[config.mk]
export PLATFORM = sky130hd
export DESIGN_NAME = gcd_scheduler
export DESIGN_NICKNAME = d
export VERILOG_FILES = /design/src/rtl/gcd_pkg.sv /design/src/rtl/rr_arbiter.sv /design/src/rtl/gcd_scheduler.sv
export SDC_FILE = /design/constraint.sdc
export NUM_CORES = 1
export LEC_CHECK = 0
export BUFFER_PORTS_ARGS = -buffer_cell sky130_fd_sc_hd__buf_2
export CAP_MARGIN = 5
export CORE_MARGIN = 3
export CORE_UTILIZATION = 54
export DETAILED_ROUTE_END_ITERATION = 8
export PLACE_DENSITY = 0.87
export SYNTH_ARGS = -nofsm -noshare
export SYNTH_HDL_FRONTEND = slang
export SYNTH_SLANG_ARGS = --single-unit
[constraint.sdc]
create_clock -name clk -period 5.65 [get_ports clk]
set_clock_uncertainty 0.2 [all_clocks]
set_input_delay 0.565 -clock clk [delete_from_list [all_inputs] [get_ports clk]]
set_output_delay 0.565 -clock clk [all_outputs]
set_load 0.005 [all_outputs]
[src/rtl/gcd_pkg.sv]
// rtl/gcd_pkg.sv - shared state encoding and default sizing for the GCD scheduler
package gcd_pkg;

    typedef enum logic [1:0] {
        ST_IDLE,
        ST_LOAD,
        ST_WAIT,
        ST_RESP
    } state_t;

    localparam int DEF_W       = 8;
    localparam int DEF_TIMEOUT = 1023;

endpackage

[src/rtl/rr_arbiter.sv]
// rtl/rr_arbiter.sv - combinational round-robin pick, searching upward from ptr with wrap
module rr_arbiter #(
    parameter int N  = 4,
    parameter int IW = $clog2(N)
) (
    input  logic [N-1:0]  req,
    input  logic [IW-1:0] ptr,
    output logic [N-1:0]  grant,
    output logic [IW-1:0] grant_idx
);

    logic [N-1:0] upper;
    logic [N-1:0] pick;

    // Requests at or above ptr take priority; otherwise wrap to the lowest request.
    always_comb begin
        upper = '0;
        for (int i = 0; i < N; i++) begin
            upper[i] = req[i] && (i >= int'(ptr));
        end
        pick = (|upper) ? upper : req;
    end

    always_comb begin
        grant     = '0;
        grant_idx = '0;
        for (int i = N - 1; i >= 0; i--) begin
            if (pick[i]) begin
                grant     = '0;
                grant[i]  = 1'b1;
                grant_idx = IW'(i);
            end
        end
    end

endmodule

[src/rtl/gcd_scheduler.sv]
// rtl/gcd_scheduler.sv - round-robin sharing of one subtractive GCD engine among N_REQ requesters
module gcd_scheduler
    import gcd_pkg::*;
#(
    parameter int N_REQ   = 4,
    parameter int W       = DEF_W,
    parameter int TIMEOUT = DEF_TIMEOUT
) (
    input  logic               clk,
    input  logic               rst_n,
    input  logic [N_REQ-1:0]   req_valid,
    output logic [N_REQ-1:0]   req_ready,
    input  logic [N_REQ*W-1:0] req_a,
    input  logic [N_REQ*W-1:0] req_b,
    output logic [N_REQ-1:0]   rsp_valid,
    input  logic [N_REQ-1:0]   rsp_ready,
    output logic [W-1:0]       rsp_result,
    output logic               rsp_err,
    output logic               eng_start,
    output logic [W-1:0]       eng_a,
    output logic [W-1:0]       eng_b,
    input  logic               eng_done,
    input  logic [W-1:0]       eng_result,
    output logic               busy
);

    localparam int IW = $clog2(N_REQ);
    localparam int CW = $clog2(TIMEOUT + 1);
    localparam logic [CW-1:0] WDOG_LIMIT = CW'(TIMEOUT);
    localparam logic [IW-1:0] LAST_REQ   = IW'(N_REQ - 1);

    state_t        state_q, state_d;
    logic [IW-1:0] rr_ptr_q, rr_ptr_d;
    logic [IW-1:0] owner_q, owner_d;
    logic [W-1:0]  a_q, a_d;
    logic [W-1:0]  b_q, b_d;
    logic [W-1:0]  result_q, result_d;
    logic          err_q, err_d;
    logic [CW-1:0] wdog_q, wdog_d;

    logic [N_REQ-1:0] grant;
    logic [IW-1:0]    grant_idx;
    logic [W-1:0]     a_sel, b_sel;
    logic             rsp_ack;

    rr_arbiter #(.N(N_REQ), .IW(IW)) u_arb (
        .req       (req_valid),
        .ptr       (rr_ptr_q),
        .grant     (grant),
        .grant_idx (grant_idx)
    );

    always_comb begin
        a_sel = '0;
        b_sel = '0;
        for (int i = 0; i < N_REQ; i++) begin
            if (grant[i]) begin
                a_sel = req_a[i*W +: W];
                b_sel = req_b[i*W +: W];
            end
        end
    end

    always_comb begin
        rsp_valid = '0;
        for (int i = 0; i < N_REQ; i++) begin
            rsp_valid[i] = (state_q == ST_RESP) && (owner_q == IW'(i));
        end
    end

    assign rsp_ack    = |(rsp_valid & rsp_ready);
    assign req_ready  = (state_q == ST_IDLE) ? grant : '0;
    assign eng_start  = (state_q == ST_LOAD);
    assign eng_a      = a_q;
    assign eng_b      = b_q;
    assign rsp_result = result_q;
    assign rsp_err    = err_q && (state_q == ST_RESP);
    assign busy       = (state_q != ST_IDLE);

    always_comb begin
        state_d  = state_q;
        rr_ptr_d = rr_ptr_q;
        owner_d  = owner_q;
        a_d      = a_q;
        b_d      = b_q;
        result_d = result_q;
        err_d    = err_q;
        wdog_d   = wdog_q;
        unique case (state_q)
            ST_IDLE: begin
                if (|req_valid) begin
                    owner_d = grant_idx;
                    // The subtractive engine never terminates on a zero operand.
                    if (a_sel == '0 || b_sel == '0) begin
                        result_d = a_sel | b_sel;
                        err_d    = 1'b0;
                        state_d  = ST_RESP;
                    end else begin
                        a_d     = a_sel;
                        b_d     = b_sel;
                        state_d = ST_LOAD;
                    end
                end
            end
            ST_LOAD: begin
                wdog_d  = '0;
                state_d = ST_WAIT;
            end
            ST_WAIT: begin
                if (wdog_q != WDOG_LIMIT) begin
                    wdog_d = wdog_q + CW'(1);
                end
                if (eng_done) begin
                    result_d = eng_result;
                    err_d    = 1'b0;
                    state_d  = ST_RESP;
                end else if (wdog_q == WDOG_LIMIT) begin
                    result_d = '0;
                    err_d    = 1'b1;
                    state_d  = ST_RESP;
                end
            end
            ST_RESP: begin
                if (rsp_ack) begin
                    rr_ptr_d = (owner_q == LAST_REQ) ? '0 : owner_q + IW'(1);
                    state_d  = ST_IDLE;
                end
            end
            default: state_d = ST_IDLE;
        endcase
    end

    always_ff @(posedge clk) begin
        if (!rst_n) begin
            state_q  <= ST_IDLE;
            rr_ptr_q <= '0;
            owner_q  <= '0;
            a_q      <= '0;
            b_q      <= '0;
            result_q <= '0;
            err_q    <= 1'b0;
            wdog_q   <= '0;
        end else begin
            state_q  <= state_d;
            rr_ptr_q <= rr_ptr_d;
            owner_q  <= owner_d;
            a_q      <= a_d;
            b_q      <= b_d;
            result_q <= result_d;
            err_q    <= err_d;
            wdog_q   <= wdog_d;
        end
    end

endmodule

---- Word level (Yosys, flattened, before mapping) ----
Index checks and enable logic that the tools add are counted.
cells by class
  add/sub/neg operators ................... 2
  magnitude comparators ................... 3
  equal/unequal tests ..................... 13
  multiplexer cells ....................... 37
  bitwise operators ....................... 3
  reductions and logical operators ........ 25
operators by type and width
  cell                                                              number
  two-way mux 8 bit                                                 12
  two-way mux 2 bit                                                 10
  two-way mux 4 bit                                                 5
  one-hot mux 10 bit (2 select lines)                               1
  logical NOT 8 bit                                                 2
  one-hot mux 8 bit (2 select lines)                                1
  OR reduction 4 bit                                                3
  adder 10 x 1 -> 10 bit, second input constant                     1
  == test 10 bit, second input constant                             1
  two-way mux 10 bit                                                1
  != test 10 bit, second input constant                             1
  == test 2 bit, second input constant                              4
  logical AND 1 bit                                                 8
  OR 8 bit                                                          1
  one-hot mux 2 bit (4 select lines)                                1
  AND reduction 2 bit                                               3
  AND reduction 3 bit                                               2
  nonzero test 2 bit                                                3
  bitwise AND 4 bit                                                 1
  == test 2 x 1 -> 1 bit, second input constant                     2
  greater-or-equal comparator 1 x 2 -> 1 bit, first input constant  2
  logical NOT 2 bit                                                 2
  two-way mux 1 bit                                                 4
  != test 2 x 1 -> 1 bit, second input constant                     2
  other kinds (9)                                                   10
storage, ports and cells
  register bits after elaboration ......... 41
  input bits .............................. 83
  output and inout bits ................... 35
  logic and storage cells ................. 91

---- Longest topological paths before layout ----
  depth after elaboration ................. 16
  gate-level depth with buffers ........... 13
  depth with buffers taken out ............ 9

---- Cells and area by module ----
Synthesis repeated with hierarchy kept, for this count alone.
unflattened totals
  cell total of the unflattened synthesis .. 376
  area, all modules ....................... 2906.5 µm²
modules (own cells, without submodules)
  module         times used  cells each  area each (µm²)  seq. area each (µm²)
  gcd_scheduler  1           345         2682.6           820.8
  rr_arbiter     1           31          224.0            0.0

---- Worst setup path before layout ----
Ideal clock, no wire load.
  kind .................................... input to register
  start point ............................. input req_valid[1]
  end point ............................... register result_q[0], in the netlist rsp_result[0]
  library setup time ...................... 0.073 ns
  arrival ................................. 2.826 ns
  required time ........................... 5.377 ns
  setup slack ............................. 2.550 ns
  stages on the path ...................... 11
  path through ............................ buf_8 or3_2 o311ai_2 buf_6 nand2_4 a2bb2oi_2 a2111oi_2 nand4b_4 buf_6 a2111o_1 o211ai_2
between the ends
  cells in the longest elaborated chain, start to end .. 14
RTL lines
  what                                                                                        RTL line                                  RTL
  from (decl)                                                                                 gcd_scheduler.sv:11                       input logic [N_REQ-1:0] req_valid,
  logical AND 1 bit                                                                           rr_arbiter.sv:19                          upper[i] = req[i] && (i >= int'(ptr));
  OR reduction 4 bit                                                                          rr_arbiter.sv:21                          pick = (|upper) ? upper : req;
  two-way mux 3 bit                                                                           rr_arbiter.sv:21
  two-way mux 4 bit (3 in series)                                                             rr_arbiter.sv:28                          if (pick[i]) begin
  two-way mux 8 bit (4 in series)                                                             gcd_scheduler.sv:57                       if (grant[i]) begin
  logical NOT 8 bit or OR 8 bit (tied branches)                                               gcd_scheduler.sv:94, gcd_scheduler.sv:95
  logical OR 1 bit or two-way mux 8 bit (tied branches)                                       gcd_scheduler.sv:94                       if (a_sel == '0 || b_sel == '0) begin
  != test 2 x 1 -> 1 bit (no source line) or two-way mux 8 bit (tied branches)                -
  AND reduction 4 bit (no source line) or one-hot mux 8 bit (2 select lines) (tied branches)  -
  to (signal assigned)                                                                        gcd_scheduler.sv:149                      result_q <= result_d;
  to (decl)                                                                                   gcd_scheduler.sv:37                       logic [W-1:0] result_q, result_d;
Several ways; a longest one is shown, not always the timed one. The select of a mux whose other input is x is not followed.
A chain may end at the register's enable or synchronous reset.

---- Worst setup path after layout ----
  start point ............................. input req_valid[0]
  end point ............................... register a_q[3], in the netlist eng_a[3]
between the ends
  cells in the longest elaborated chain, start to end .. 14
RTL lines
  what                                  RTL line              RTL
  logical AND 1 bit                     rr_arbiter.sv:19
  OR reduction 4 bit                    rr_arbiter.sv:21
  two-way mux 3 bit                     rr_arbiter.sv:21
  two-way mux 4 bit (3 in series)       rr_arbiter.sv:28
  two-way mux 8 bit (4 in series)       gcd_scheduler.sv:57
  logical NOT 8 bit                     gcd_scheduler.sv:94
  logical OR 1 bit                      gcd_scheduler.sv:94
  inverter 1 bit (no source line)       -
  AND reduction 3 bit (no source line)  -
  to (signal assigned)                  gcd_scheduler.sv:138  a_q <= '0;
  to (signal assigned)                  gcd_scheduler.sv:147  a_q <= a_d;
  to (decl)                             gcd_scheduler.sv:35   logic [W-1:0] a_q, a_d;
Several ways; a longest one is shown, not always the timed one.

==> summary.md <==
- **register share of total power** 30.7%
- **DRT antenna net count** 0
- **FF-to-FF setup slack** 1.82 ns
- **deepest level of the CTS H-tree** 2
- **Critical Path Start** req_valid[0]
- **largest net degree at the start of global routing** 53
- **Die X-Extent** 81.9 um
- **post-synthesis share of cell area spent on xor and xnor gates** 1.12%
- **cell at the slowest stage of the critical path** sky130_fd_sc_hd__o311ai_2
- **port bufs** 117
- **share of power burned in the clock network** 21.2%
- **fin crit share** 68.8%
- **combinational cell fraction of total power** 48.1%
- **initial standard-cell utilization of the core** 56.2%
- **flops & latches, synth** 41
- **number of buffers on the longest clock path** 2
- **distinct cell type count of the synthesized netlist** 79
- **Peak VDD IR** 0.000273 V
- **pwr/cell area** 358 nW/um2
- **total buffers and inverters traversed by the critical path** 1
- **FFs w/ async S/R, synth** 0%
- **number of buffers inserted for hold repair after clock tree synthesis** 0
- **most used flip-flop cell after synthesis** sky130_fd_sc_hd__dfxtp_1
- **post-layout total power** 1330 uW
- **Hold Path Depth** 2
- **relative slew slack** 32.0%
- **Routed Wire Length** 8900 um
- **Worst EP arrival** 3.92 ns
- **combined global-route utilization of all metal layers** 26.9%
- **share of synthesized area occupied by flip-flops and latches** 26.4%
- **switching fraction of total power** 39.3%
- **sum of negative setup slack** 0 ns
- **top fanout value on the critical path** 24
- **standard-cell rows** 27
- **total inserted antenna cells** 0
- **final worst path period need** 3.89 ns
- **number of maximum-capacitance violations** 0
- **Setup Crit Path Kind** input port to flop
- **top library cells by usage in the layout, fill and taps aside** sky130_fd_sc_hd__buf_2, sky130_fd_sc_hd__nand2_1, sky130_fd_sc_hd__dfxtp_1
- **number of global-route vias before repair** 3128
- **Synthesis Warnings** 0
- **area share of and/or/nand/nor cells after synthesis** 28.4%
- **die footprint** 6710 um2
- **combinational family with the most area after synthesis** simple AND/OR/NAND/NOR gates
- **combined area of all synthesized cells** 3110 um2
- **Worst path top cell family by delay** simple AND/OR/NAND/NOR gates
- **ratio of cells with drive above 1 in the final layout** 34.5%
- **unrepaired setup endpoints after global routing** false
- **Setup violations, final** 0
- **wire length of the first global-routing pass** 14200 um
- **post-route DRC violation count** 0
- **mux share of post-synthesis cell area** 4.54%
- **number of nets in the synthesized netlist** 467
- **leading cell type in the layout, fill and taps excluded** sky130_fd_sc_hd__buf_2
- **Synth area leaders** sky130_fd_sc_hd__dfxtp_1, sky130_fd_sc_hd__nand2_1, sky130_fd_sc_hd__mux2i_1, sky130_fd_sc_hd__ha_1, sky130_fd_sc_hd__buf_6
- **DP HPWL** 6820 um
- **Post-Synthesis Mean Instance Area** 8.33 um2
- **required time reported for the critical path endpoint** 5.68 ns
- **Worst Setup Start Kind** input port
- **total area of sequential cells** 821 um2
- **Final GP Congestion** 0.892
- **adder-cell area share of the yosys netlist** 4.02%
- **initial antenna violation count** 0
- **number of enable-type register cells in the synthesized netlist** 0
- **overall overflow remaining after global route** 0
- **leakage power** 0.00168 uW
- **outcome** finished, final reports clean
- **number of detailed-route iterations in the first pass** 4
- **Synth Area in Compound Gates** 26.7%
- **total area of multi-input combinational cells** 2020 um2
- **Post-layout nets** 565
- **die span in y** 81.9 um
- **Worst-Skew Late Latency** 0.29 ns
- **Post-CTS Repair Setup Buffers** 0
- **I/O pin total** 118
- **achievable clock frequency** 257 MHz
- **cell count after synthesis** 374
- **chain of cells forming the critical path** buf_2 -> and2b_2 -> o311ai_2 -> and2_2 -> nand2b_1 -> a2111oi_4 -> nand4b_4 -> nand2_2 -> mux2i_1
- **post-detailed-route wirelength per cell** 16.3 um
- **Fillers** 465
- **Core Footprint** 5540 um2
- **worst r2r src** rr_ptr_q[0]
- **number of vias per cell after detailed routing** 6.10
- **logic depth of the worst setup path including buffers** 9
- **signed area change from the synthesized netlist to the final layout** 18.8%
- **worst setup path endpoint** eng_a[3]
- **RR Endpoint** eng_a[3]
- **CTS root buffer** sky130_fd_sc_hd__clkbuf_8
- **number of pins with negative max-slew slack in the final report** 0
- **area share of the largest cell type after synthesis** 26.4%
- **clock tree from TritonCTS** built
- **violation count after the first detailed-route iteration** 346
- **path depth of the worst reg2reg path** 8
- **Final Hold Viols** 0
- **critical path capture point type** flop
- **largest stage delay on the critical path** 0.83 ns
- **clock net sink count** 41
- **actual slew at the worst max-slew pin** 1.02 ns
- **number of clock buffers inserted by TritonCTS** 5
- **internal power summed over all cells** 805 uW
- **via count** 3323
- **worst hold path class** flop to flop
- **Yosys top cell by area** sky130_fd_sc_hd__dfxtp_1
- **Switch Pwr** 522 uW
- **cells resized by post-CTS repair** 0
- **Clock Pin Slew Worst Setup and Hold Paths** 0.09 ns
## Yosys cell counts (4+ instances only)
cell and instances:
sky130_fd_sc_hd__and3_1 10, sky130_fd_sc_hd__nand2b_1 4, sky130_fd_sc_hd__o2bb2ai_1 7, sky130_fd_sc_hd__nand2_1 59, sky130_fd_sc_hd__a211o_1 6, sky130_fd_sc_hd__and3_2 6, sky130_fd_sc_hd__or3_1 5, sky130_fd_sc_hd__ha_1 10
sky130_fd_sc_hd__dfxtp_1 41, sky130_fd_sc_hd__o21ai_0 8, sky130_fd_sc_hd__clkbuf_1 6, sky130_fd_sc_hd__nor2_1 20, sky130_fd_sc_hd__o211ai_1 7, sky130_fd_sc_hd__o32a_1 5, sky130_fd_sc_hd__and2_1 9, sky130_fd_sc_hd__mux2i_1 13
sky130_fd_sc_hd__a21oi_1 16, sky130_fd_sc_hd__nand4_1 12, sky130_fd_sc_hd__inv_1 11, sky130_fd_sc_hd__nor3_1 8, sky130_fd_sc_hd__nand3_1 17, sky130_fd_sc_hd__buf_6 8, sky130_fd_sc_hd__a2bb2oi_1 4
## sequential cells by signal, indices dropped and copies added (netlist names)
signal,count
owner_q,2
state_q,2
rr_ptr_q,2
wdog_q,10
eng_b,8
err_q,1
eng_a,8
rsp_result,8
## metrics by stage
| stage | cell area (um2) | worst slack, ns | hold WS (ns) | cells | util (%) |
|---|---|---|---|---|---|
| 2_1_floorplan | 3110 | 2.55 | 0.254 | 374 | - |
| 4_1_cts | 3700 | 1.80 | 0.260 | 545 | 66.8 |
| 6_report | 3700 | 1.76 | 0.258 | 545 | 66.8 |
| 3_5_place_dp | 3570 | 1.49 | 0.248 | 537 | 64.4 |
| 5_1_grt | 3700 | 1.41 | 0.286 | 545 | 66.8 |
| 3_3_place_gp | 3570 | 1.68 | 0.241 | 537 | 64.4 |
## power groups by stage
| stage | Clock [uW] | Combinational, uW | Sequential (uW) |
|---|---|---|---|
| after detailed placement | 0 | 629 | 412 |
| after CTS | 283 | 636 | 406 |
| after floorplan | 0 | 466 | 410 |
| after global routing | 297 | 712 | 414 |
| final | 281 | 638 | 407 |
| after global placement | 0 | 612 | 410 |
## layer usage
metal  GRT usage [%]  wire (um)
met1            33.9       3590
met2            44.5       4320
met3            4.39        669
met4            12.5        319
met5               0          0
## kinds of logic (layout without fill, tap and decap cells)
family                   after synthesis  after routing
AND/OR/NAND/NOR                      167            167
adder cells (fa/ha/maj)               10             10
flip-flops                            41             41
buffers and inverters                 39            138
XOR/XNOR                               4              4
multiplexers                          14             14
AO/OA/AOI/OAI                         99             99
## worst min path at each step
stage	from	to	slack, ns
after floorplan	eng_b[1]	eng_b[1]	0.25
after global placement	eng_a[6]	eng_a[6]	0.24
after detailed placement	eng_b[6]	eng_b[6]	0.25
after CTS	eng_b[6]	eng_b[6]	0.26
after global routing	eng_b[6]	eng_b[6]	0.29
final	eng_b[6]	eng_b[6]	0.26
## layout make-up
type,instances,share of cell area (%)
sequential,41,22.2
clock buffer,5,1.86
inverter,12,1.22
tap,72,2.43
multi-input combinational,294,54.5
clock inverter,3,1.76
timing repair buffer,118,16.0
## worst reg2reg max path, stage by stage, from the launching register on
cell	delay (ns)
sky130_fd_sc_hd__dfxtp_1	0.44
sky130_fd_sc_hd__and2b_2	0.28
sky130_fd_sc_hd__o311ai_2	0.83
sky130_fd_sc_hd__and2_2	0.32
sky130_fd_sc_hd__nand2b_1	0.14
sky130_fd_sc_hd__a2111oi_4	0.45
sky130_fd_sc_hd__nand4b_4	0.38
sky130_fd_sc_hd__nand2_2	0.48
sky130_fd_sc_hd__mux2i_1	0.25
(Power assumes the default switching activity.)
